`config.mk`:
```
export PLATFORM = sky130hd
export DESIGN_NAME = ntt_bank_addr_map
export DESIGN_NICKNAME = d
export VERILOG_FILES = /design/src/rtl/ntt_agu_pkg.sv /design/src/rtl/ntt_sync_fifo.sv /design/src/rtl/ntt_bank_addr_map.sv
export SDC_FILE = /design/constraint.sdc
export NUM_CORES = 1
export LEC_CHECK = 0
export ABC_AREA = 1
export CORE_MARGIN = 2
export CORE_UTILIZATION = 57
export DETAILED_ROUTE_END_ITERATION = 7
export PLACE_DENSITY = 0.79
export SETUP_SLACK_MARGIN = 0.4
export SLEW_MARGIN = 40
export SYNTH_ARGS = -nofsm -noshare
export SYNTH_HDL_FRONTEND = slang
export SYNTH_HIERARCHICAL = 1
export SYNTH_SLANG_ARGS = --single-unit
```
`constraint.sdc`:
```
create_clock -name clk -period 5.3 [get_ports clk]
set_input_delay 0.53 -clock clk [delete_from_list [all_inputs] [get_ports clk]]
set_output_delay 0.53 -clock clk [all_outputs]
set_load 0.02 [all_outputs]
```
`src/rtl/ntt_agu_pkg.sv`:
```
// Shared NTT address-generation types: bank request bundle, bank parity, FIFO sizing.
// Shared with the read scheduler; D_W fixes the order/l width of bank_req_t.
package ntt_agu_pkg;

    localparam int D_W            = 8;
    localparam int FIFO_DEPTH_DEF = 4;
    localparam int FIFO_AW        = $clog2(FIFO_DEPTH_DEF);

    typedef struct packed {
        logic           swap;
        logic [D_W-2:0] addr_b0;
        logic [D_W-2:0] addr_b1;
        logic [D_W-1:0] l;
    } bank_req_t;

    function automatic logic bank_parity(input logic [D_W-1:0] x);
        return ^x;
    endfunction

endpackage

```
`src/rtl/ntt_sync_fifo.sv`:
```
// Small synchronous FIFO, sync active-high reset, storage-driven read data.
// DEPTH must be a power of two so the pointers wrap on their own.
module ntt_sync_fifo #(
    parameter type T     = logic,
    parameter int  DEPTH = 4
) (
    input  logic clk,
    input  logic rst,
    input  logic push,
    input  logic pop,
    input  T     din,
    output T     dout,
    output logic full,
    output logic empty
);

    localparam int AW = $clog2(DEPTH);

    T             mem [DEPTH];
    logic [AW-1:0] wr_ptr;
    logic [AW-1:0] rd_ptr;
    logic [AW:0]   count;
    logic          push_ok;
    logic          pop_ok;

    assign full    = (count == (AW+1)'(DEPTH));
    assign empty   = (count == '0);
    assign pop_ok  = pop && !empty;
    assign push_ok = push && (!full || pop_ok);
    assign dout    = mem[rd_ptr];

    always_ff @(posedge clk) begin
        if (rst) begin
            wr_ptr <= '0;
            rd_ptr <= '0;
            count  <= '0;
            for (int i = 0; i < DEPTH; i++) mem[i] <= '0;
        end else begin
            if (push_ok) begin
                mem[wr_ptr] <= din;
                wr_ptr      <= wr_ptr + 1'b1;
            end
            if (pop_ok) rd_ptr <= rd_ptr + 1'b1;
            unique case ({push_ok, pop_ok})
                2'b10:   count <= count + 1'b1;
                2'b01:   count <= count - 1'b1;
                default: count <= count;
            endcase
        end
    end

endmodule

```
`src/rtl/ntt_bank_addr_map.sv`:
```
// Maps butterfly operand pairs onto two parity-selected banks and buffers them.
// Optional macro NTT_BANK_CONFLICT_CHK_EN enables the sticky same-bank check.
module ntt_bank_addr_map
    import ntt_agu_pkg::*;
#(
    parameter int D_WIDTH    = D_W,
    parameter int FIFO_DEPTH = FIFO_DEPTH_DEF
) (
    input  logic               clk,
    input  logic               rst,
    input  logic               in_valid,
    input  logic [D_WIDTH-1:0] in_order_0,
    input  logic [D_WIDTH-1:0] in_order_1,
    input  logic [D_WIDTH-1:0] in_l,
    input  logic               in_done,
    output logic               in_ready,
    output logic               out_valid,
    input  logic               out_ready,
    output logic               out_swap,
    output logic [D_WIDTH-2:0] out_addr_b0,
    output logic [D_WIDTH-2:0] out_addr_b1,
    output logic [D_WIDTH-1:0] out_l,
    output logic               out_done,
    output logic               overflow,
    output logic               conflict_err
);

    bank_req_t map_req;
    bank_req_t s1_req;
    bank_req_t head;
    logic      s1_valid;
    logic      full;
    logic      empty;
    logic      push;
    logic      pop;
    logic      done_pend;
    logic      done_fire;
    logic      overflow_q;

    always_comb begin
        map_req         = '0;
        map_req.swap    = bank_parity(in_order_0);
        map_req.addr_b0 = map_req.swap ? in_order_1[D_WIDTH-1:1]
                                       : in_order_0[D_WIDTH-1:1];
        map_req.addr_b1 = map_req.swap ? in_order_0[D_WIDTH-1:1]
                                       : in_order_1[D_WIDTH-1:1];
        map_req.l       = in_l;
    end

    always_ff @(posedge clk) begin
        if (rst) begin
            s1_valid <= 1'b0;
            s1_req   <= '0;
        end else begin
            s1_valid <= in_valid;
            if (in_valid) s1_req <= map_req;
        end
    end

    assign pop       = out_valid && out_ready;
    assign push      = s1_valid && (!full || pop);
    assign out_valid = !empty;
    assign in_ready  = !full || pop;

    ntt_sync_fifo #(
        .T     (bank_req_t),
        .DEPTH (FIFO_DEPTH)
    ) u_fifo (
        .clk   (clk),
        .rst   (rst),
        .push  (push),
        .pop   (pop),
        .din   (s1_req),
        .dout  (head),
        .full  (full),
        .empty (empty)
    );

    assign out_swap    = head.swap;
    assign out_addr_b0 = head.addr_b0;
    assign out_addr_b1 = head.addr_b1;
    assign out_l       = head.l;

    // Done waits until nothing is left in S1 or the FIFO.
    assign done_fire = done_pend && !s1_valid && empty;
    assign out_done  = done_fire;
    assign overflow  = overflow_q;

    always_ff @(posedge clk) begin
        if (rst) begin
            done_pend  <= 1'b0;
            overflow_q <= 1'b0;
        end else begin
            done_pend  <= in_done || (done_pend && !done_fire);
            overflow_q <= overflow_q || (s1_valid && full && !pop);
        end
    end

`ifdef NTT_BANK_CONFLICT_CHK_EN
    logic s1_conf;
    logic conf_q;

    always_ff @(posedge clk) begin
        if (rst) begin
            s1_conf <= 1'b0;
            conf_q  <= 1'b0;
        end else begin
            s1_conf <= in_valid &&
                       (bank_parity(in_order_0) == bank_parity(in_order_1));
            conf_q  <= conf_q || (s1_valid && s1_conf);
        end
    end

    assign conflict_err = conf_q;
`else
    assign conflict_err = 1'b0;
`endif

endmodule

```
Word level (Yosys, flattened, before mapping):

Memories as Yosys holds them, arrays and structs flattened. A register that Yosys moved wholly into a read port is not among the register bits.
Cells that the tools add are included.

* RAM bits: 92
* bits of input ports: 29
* logic and storage cells: 53
* memories: 1
* bits in registers: 33

Memory list
* u_fifo.mem: depth 4, bits a word 23, rd ports 1, clocked after Yosys merged registers in 1, write ports 4, RTL line ntt_sync_fifo.sv:19 `T mem [DEPTH];`

* reductions and logical operators: 22
* add/subtract/negate cells: 4
* equal/unequal tests: 3
* mux-type cells: 13

Operator list (count)
* $mux W23: 1
* $reduce_or A23 Y1: 1
* $mux W7: 2
* $logic_and A1 B1 Y1: 9
* $reduce_xor A8 Y1: 1
* $mux W1: 6
* $mux W2: 3
* $pmux W3 S2: 1
* $logic_not A1 Y1: 5
* $add A2 B1 Y2 const B: 2
* $logic_or A1 B1 Y1: 4
* $add A3 B1 Y3 const B: 1
* $eq A3 B3 Y1 const B: 1
* $logic_not A3 Y1: 1
* $sub A3 B1 Y3 const B: 1
* $eq A2 B1 Y1 const B: 1
* $eq A2 B2 Y1 const B: 1
* $reduce_bool A2 Y1: 1

Depth between registers and ports, before layout:

* word-level depth: 11
* mapped depth: 14
* gate-level depth less buffers: 14

Hierarchy:

The synthesis kept the hierarchy.

By module, submodules not included
* ntt_sync_fifo: cells each 437, times used 1, area each 4707.0 µm², seq. area each 2942.8 µm²
* ntt_bank_addr_map: cells each 225, times used 1, area each 1383.8 µm², seq. area each 520.5 µm²

Worst setup path after synthesis:

No wires, ideal clock.

* kind: register to register
* start: register u_fifo.count[0]
* end: memory u_fifo/mem[0][0] in the netlist's numbering (enable)
* setup time: 435 ps
* setup slack: 1548 ps
* arrival time: 3317 ps
* clock period less this slack: 3752 ps
* cell stages (with the launch flop): 11
* cells stage by stage: dfxtp_1 -> nor2_2 -> nand2_1 -> inv_1 -> nor2_1 -> inv_1 -> a21boi_0 -> nand3_4 -> inv_2 -> nand2_4 -> o21ai_0

RTL lines
* from (decl): RTL line ntt_sync_fifo.sv:22 `logic [AW:0] count;`
* from (signal assigned): RTL line ntt_sync_fifo.sv:45 `2'b10: count <= count + 1'b1;`
* from (signal assigned): RTL line ntt_sync_fifo.sv:46 `2'b01: count <= count - 1'b1;`
* from (signal assigned): RTL line ntt_sync_fifo.sv:47 `default: count <= count;`
* to (decl): RTL line ntt_sync_fifo.sv:19

==> results.txt <==
Slowest library cell on the worst path: sky130_fd_sc_hd__clkinv_2. The relative slew slack is 0.4801, and the average size of a mapped cell is 9.201 um^2. In the routed design, unresolved DRC markers number 0.

The logs give 0.0001926 V for the worst-case vdd ir drop and 0.5686 for the proportion of synthesized chip area in sequential cells. The class of the tightest hold or removal check was register to register. The multi-input combinational cells in the finished layout cover a total of 2090 um^2.

In this run, the number of DRC markers left after iteration 0 of detailed routing was 330. For the worst hold margin, the log shows 0.4705 ns. The clock tree root driver cell is sky130_fd_sc_hd__clkbuf_8. The region available for standard cell placement spans 10370 um^2.

After detailed placement, the total cell area comes to 6683 um^2. After synthesis the netlist holds a flip-flop and latch count of 127. The floorplan has 37 rows. For the number of nets in the layout, the log shows 739. Across the run, the number of max-cap violations was 0. Ratio of final minimum period to clock period: 0.6782. The most common cell after layout, fill and taps aside was sky130_fd_sc_hd__nor2_1. TritonCTS built the clock tree. Along the worst path, the maximum fanout reaches 47. The post-layout utilization of the core was 0.7055.

The number of nets in the synthesized netlist is 692, and the final instance area is 7316 um^2. After global routing the overflow that remains totals 0. The starting density of the core came out at 0.5874. The critical path goes through buf_4 -> clkinv_2 -> o21ai_0 -> o22ai_1 -> clkdlybuf4s50_1.

The fraction of final layout cells sized beyond drive strength 1 was 0.1454; the overall global routing resource usage was 0.2488. For this design the static power due to leakage is 0.002819 uW. The highest attainable clock frequency is 278.2 MHz.

The H-tree was split into 4 levels. STA classifies the critical path endpoint as an output port. The clock network power share is 0.448.

The final number of setup-violating endpoints came out at 0. The switching power as a share of total power was 0.2507; the floorplan die height was 107.4 um. The highest cell delay on the worst timing path is 0.61 ns, and the worst slack after detailed placement is 1.567 ns. The area growth from synthesis to layout is 20.11%.

In the post-synthesis netlist, the biggest area contributors are sky130_fd_sc_hd__edfxtp_1 (45%), sky130_fd_sc_hd__dfxtp_1 (12%), sky130_fd_sc_hd__nor2_1 (8.4%), sky130_fd_sc_hd__nand2_1 (5.9%), sky130_fd_sc_hd__inv_1 (5.2%). The initial antenna violation count came out at 0. The clock drives 127 sinks. For the synthesis warning total, the log shows 6.

In the final layout, flip-flops and latches occupy 3465 um^2. 0 antenna diodes ended up in the layout. Number of top-level design ports: 57.

In the synthesized netlist the dominant register cell turns out to be sky130_fd_sc_hd__edfxtp_1. For the summed instance area of the synthesized netlist, the log shows 6091 um^2. The run gives 0 as the max-slew violation count. After clock tree synthesis, the flow added hold-fix buffers numbering 0.

After clock tree synthesis, the clock-pin slew on the worst setup and hold paths is 0.06 ns. For the power dissipated by switching net loads, the log shows 691.2 uW. For the number of filler cells placed in the layout, the log shows 738. The share of flip-flops with an asynchronous set or reset was 0; the pin count of the biggest net entering global routing was 48.

The count of port buffers added during placement was 54; the setup TNS after final layout was 0 ns. Measured in cells, the most critical reg-to-reg path has a length of 12. The worst setup path is of the register to output port kind. In this run the critical register-to-register path is launched from u_fifo/count[2]. The cell-internal power was 2066 uW; the slew at the pin closest to its max-slew limit was 0.7729 ns.

The synthesized design spends more area on one cell type than any other, namely sky130_fd_sc_hd__edfxtp_1. In the layout the commonest cells are sky130_fd_sc_hd__nor2_1 (137), sky130_fd_sc_hd__nand2_1 (96), sky130_fd_sc_hd__edfxtp_1 (92). The run gives 5 as the number of optimization iterations in the first detailed-route pass. The first global-routing pass estimated 21800 um of wire. The top-area cell type share of the netlist area was 0.4536. The tools report the endpoint of the worst-slack reg-to-reg timing path as u_fifo/mem[0][10]. The worst register-to-register path has a setup slack of 1.90 ns. For this block, the routed nets add up to 13610 um of wire. Power per cell area: 376.9 nW/um^2. The cell count after synthesis came out at 662. The number of different library cells in the post-synthesis netlist is 33. The run finished with clean final reports. The total die area was 11530 um^2; the post-route antenna net violation count was 0.

The least setup slack across all paths after layout is 1.705 ns, and the routability congestion estimate is 0.8371. Clock latency on the worst-skew pair, taken at its later pin, is 0.53 ns. TritonCTS created 17 clock buffers. In this run the deepest clock path goes through 2 buffers. Setup repair after global routing left no endpoint under its margin.

The tools report the via count of the routed design as 4619. The clock arrives with 0.008327 ns of skew. Combinational fraction of design power: 0.137. Yosys mapped a number of flops with a built-in enable equal to 92. The die is 107.4 um wide. The clock period could shrink to 3.595 ns. In the final routed layout, each cell accounts on average for 15.86 um. The required time of the worst setup path came out at 4.77 ns. Final hold violation count: 0. Post-CTS repair changed the size of 0 cells. The mean number of vias per cell is 5.383, and the number of global-route vias before repair is 4495. The sequential cell fraction of total power was 0.415. The number of setup buffers added after CTS is 0. The worst setup path endpoint is out_addr_b0[5].

STA classifies the critical path startpoint as a register. For the worst setup path, the data arrival time is 3.06 ns. Summed over all nets, the half-perimeter wirelength after detailed placement is 8102 um.
## state kept, by name, summed over array words and instances (netlist names), named ones only
signal / flops
u_fifo/mem: 92
u_fifo/rd_ptr: 2
s1_valid: 1
overflow: 1
done_pend: 1
u_fifo/wr_ptr: 2
s1_req: 23
u_fifo/count: 3
## worst min path at each step
stage | to | slack, ns | cells after the start | start
floorplan | register | 0.44 | 2 | u_fifo/rd_ptr[1]
global placement | u_fifo/rd_ptr[0] | 0.45 | 1 | u_fifo/rd_ptr[0]
detailed placement | s1_req[5] | 0.46 | 2 | s1_req[5]
CTS | s1_req[5] | 0.47 | 2 | s1_req[5]
global route | s1_req[6] | 0.49 | 2 | s1_req[6]
finish | s1_req[5] | 0.47 | 2 | s1_req[5]
## cell type report
type,count,area share
clock inverters,14,0.02942
flip-flops and latches,127,0.4736
inverters,93,0.04789
repair buffers,63,0.08312
clock buffers,18,0.05712
well taps,136,0.02326
multi-input cells,407,0.2856
## critical path, delay by kind of cell, from the launching register on
kind / cells / cell delay, ns
compound gates: 2 / 0.60
buf+inv: 3 / 1.60
flops: 1 / 0.31
## synth_stat cells (2+ instances only)
cell                       instances
sky130_fd_sc_hd__a21oi_1          15
sky130_fd_sc_hd__buf_2             4
sky130_fd_sc_hd__buf_4             2
sky130_fd_sc_hd__buf_6             8
sky130_fd_sc_hd__clkbuf_1         19
sky130_fd_sc_hd__clkinv_1          2
sky130_fd_sc_hd__dfxtp_1          35
sky130_fd_sc_hd__edfxtp_1         92
sky130_fd_sc_hd__inv_1            84
sky130_fd_sc_hd__inv_2             7
sky130_fd_sc_hd__nand2_1          96
sky130_fd_sc_hd__nand2_2           5
sky130_fd_sc_hd__nand2_4           3
sky130_fd_sc_hd__nand3_1          11
sky130_fd_sc_hd__nand4_1           2
sky130_fd_sc_hd__nor2_1          137
sky130_fd_sc_hd__nor2_4           20
sky130_fd_sc_hd__nor3_1            4
sky130_fd_sc_hd__nor3_2           19
sky130_fd_sc_hd__o21ai_0          55
sky130_fd_sc_hd__o21ai_1           8
sky130_fd_sc_hd__o22ai_1          23
## through the flow
| step | instances | power [uW] |
|---|---|---|
| 2_1_floorplan | 662 | 1405 |
| 6_report | 858 | 2757 |
| 3_5_place_dp | 826 | 1538 |
| 5_1_grt | 858 | 2847 |
| 4_1_cts | 858 | 2757 |
| 3_3_place_gp | 826 | 1526 |
## power by group through the flow
| stage | clock, uW | combinational (uW) | sequential (uW) |
|---|---|---|---|
| floorplan | 0 | 247 | 1160 |
| global placement | 0 | 365 | 1160 |
| detailed placement | 0 | 375 | 1160 |
| CTS | 1230 | 378 | 1140 |
| global route | 1280 | 416 | 1150 |
| finish | 1230 | 379 | 1140 |
## routing by layer
metal  global-route usage  vias up  share of wire
li1                     -     2245              -
met1               0.3103     2177           0.41
met2               0.4281      172           0.52
met3              0.04600       25          0.054
met4               0.1007        0          0.020
met5                    0        -              0
## kinds of logic after synthesis
family	synth area share
other	0.0006157
buffers and inverters	0.09244
and+or+nand+nor	0.2424
DFF	0.5686
adders and majority gates	0.003287
AOI/OAI and AO/OA	0.09265
Note: power is estimated with default switching activity, not from simulation.
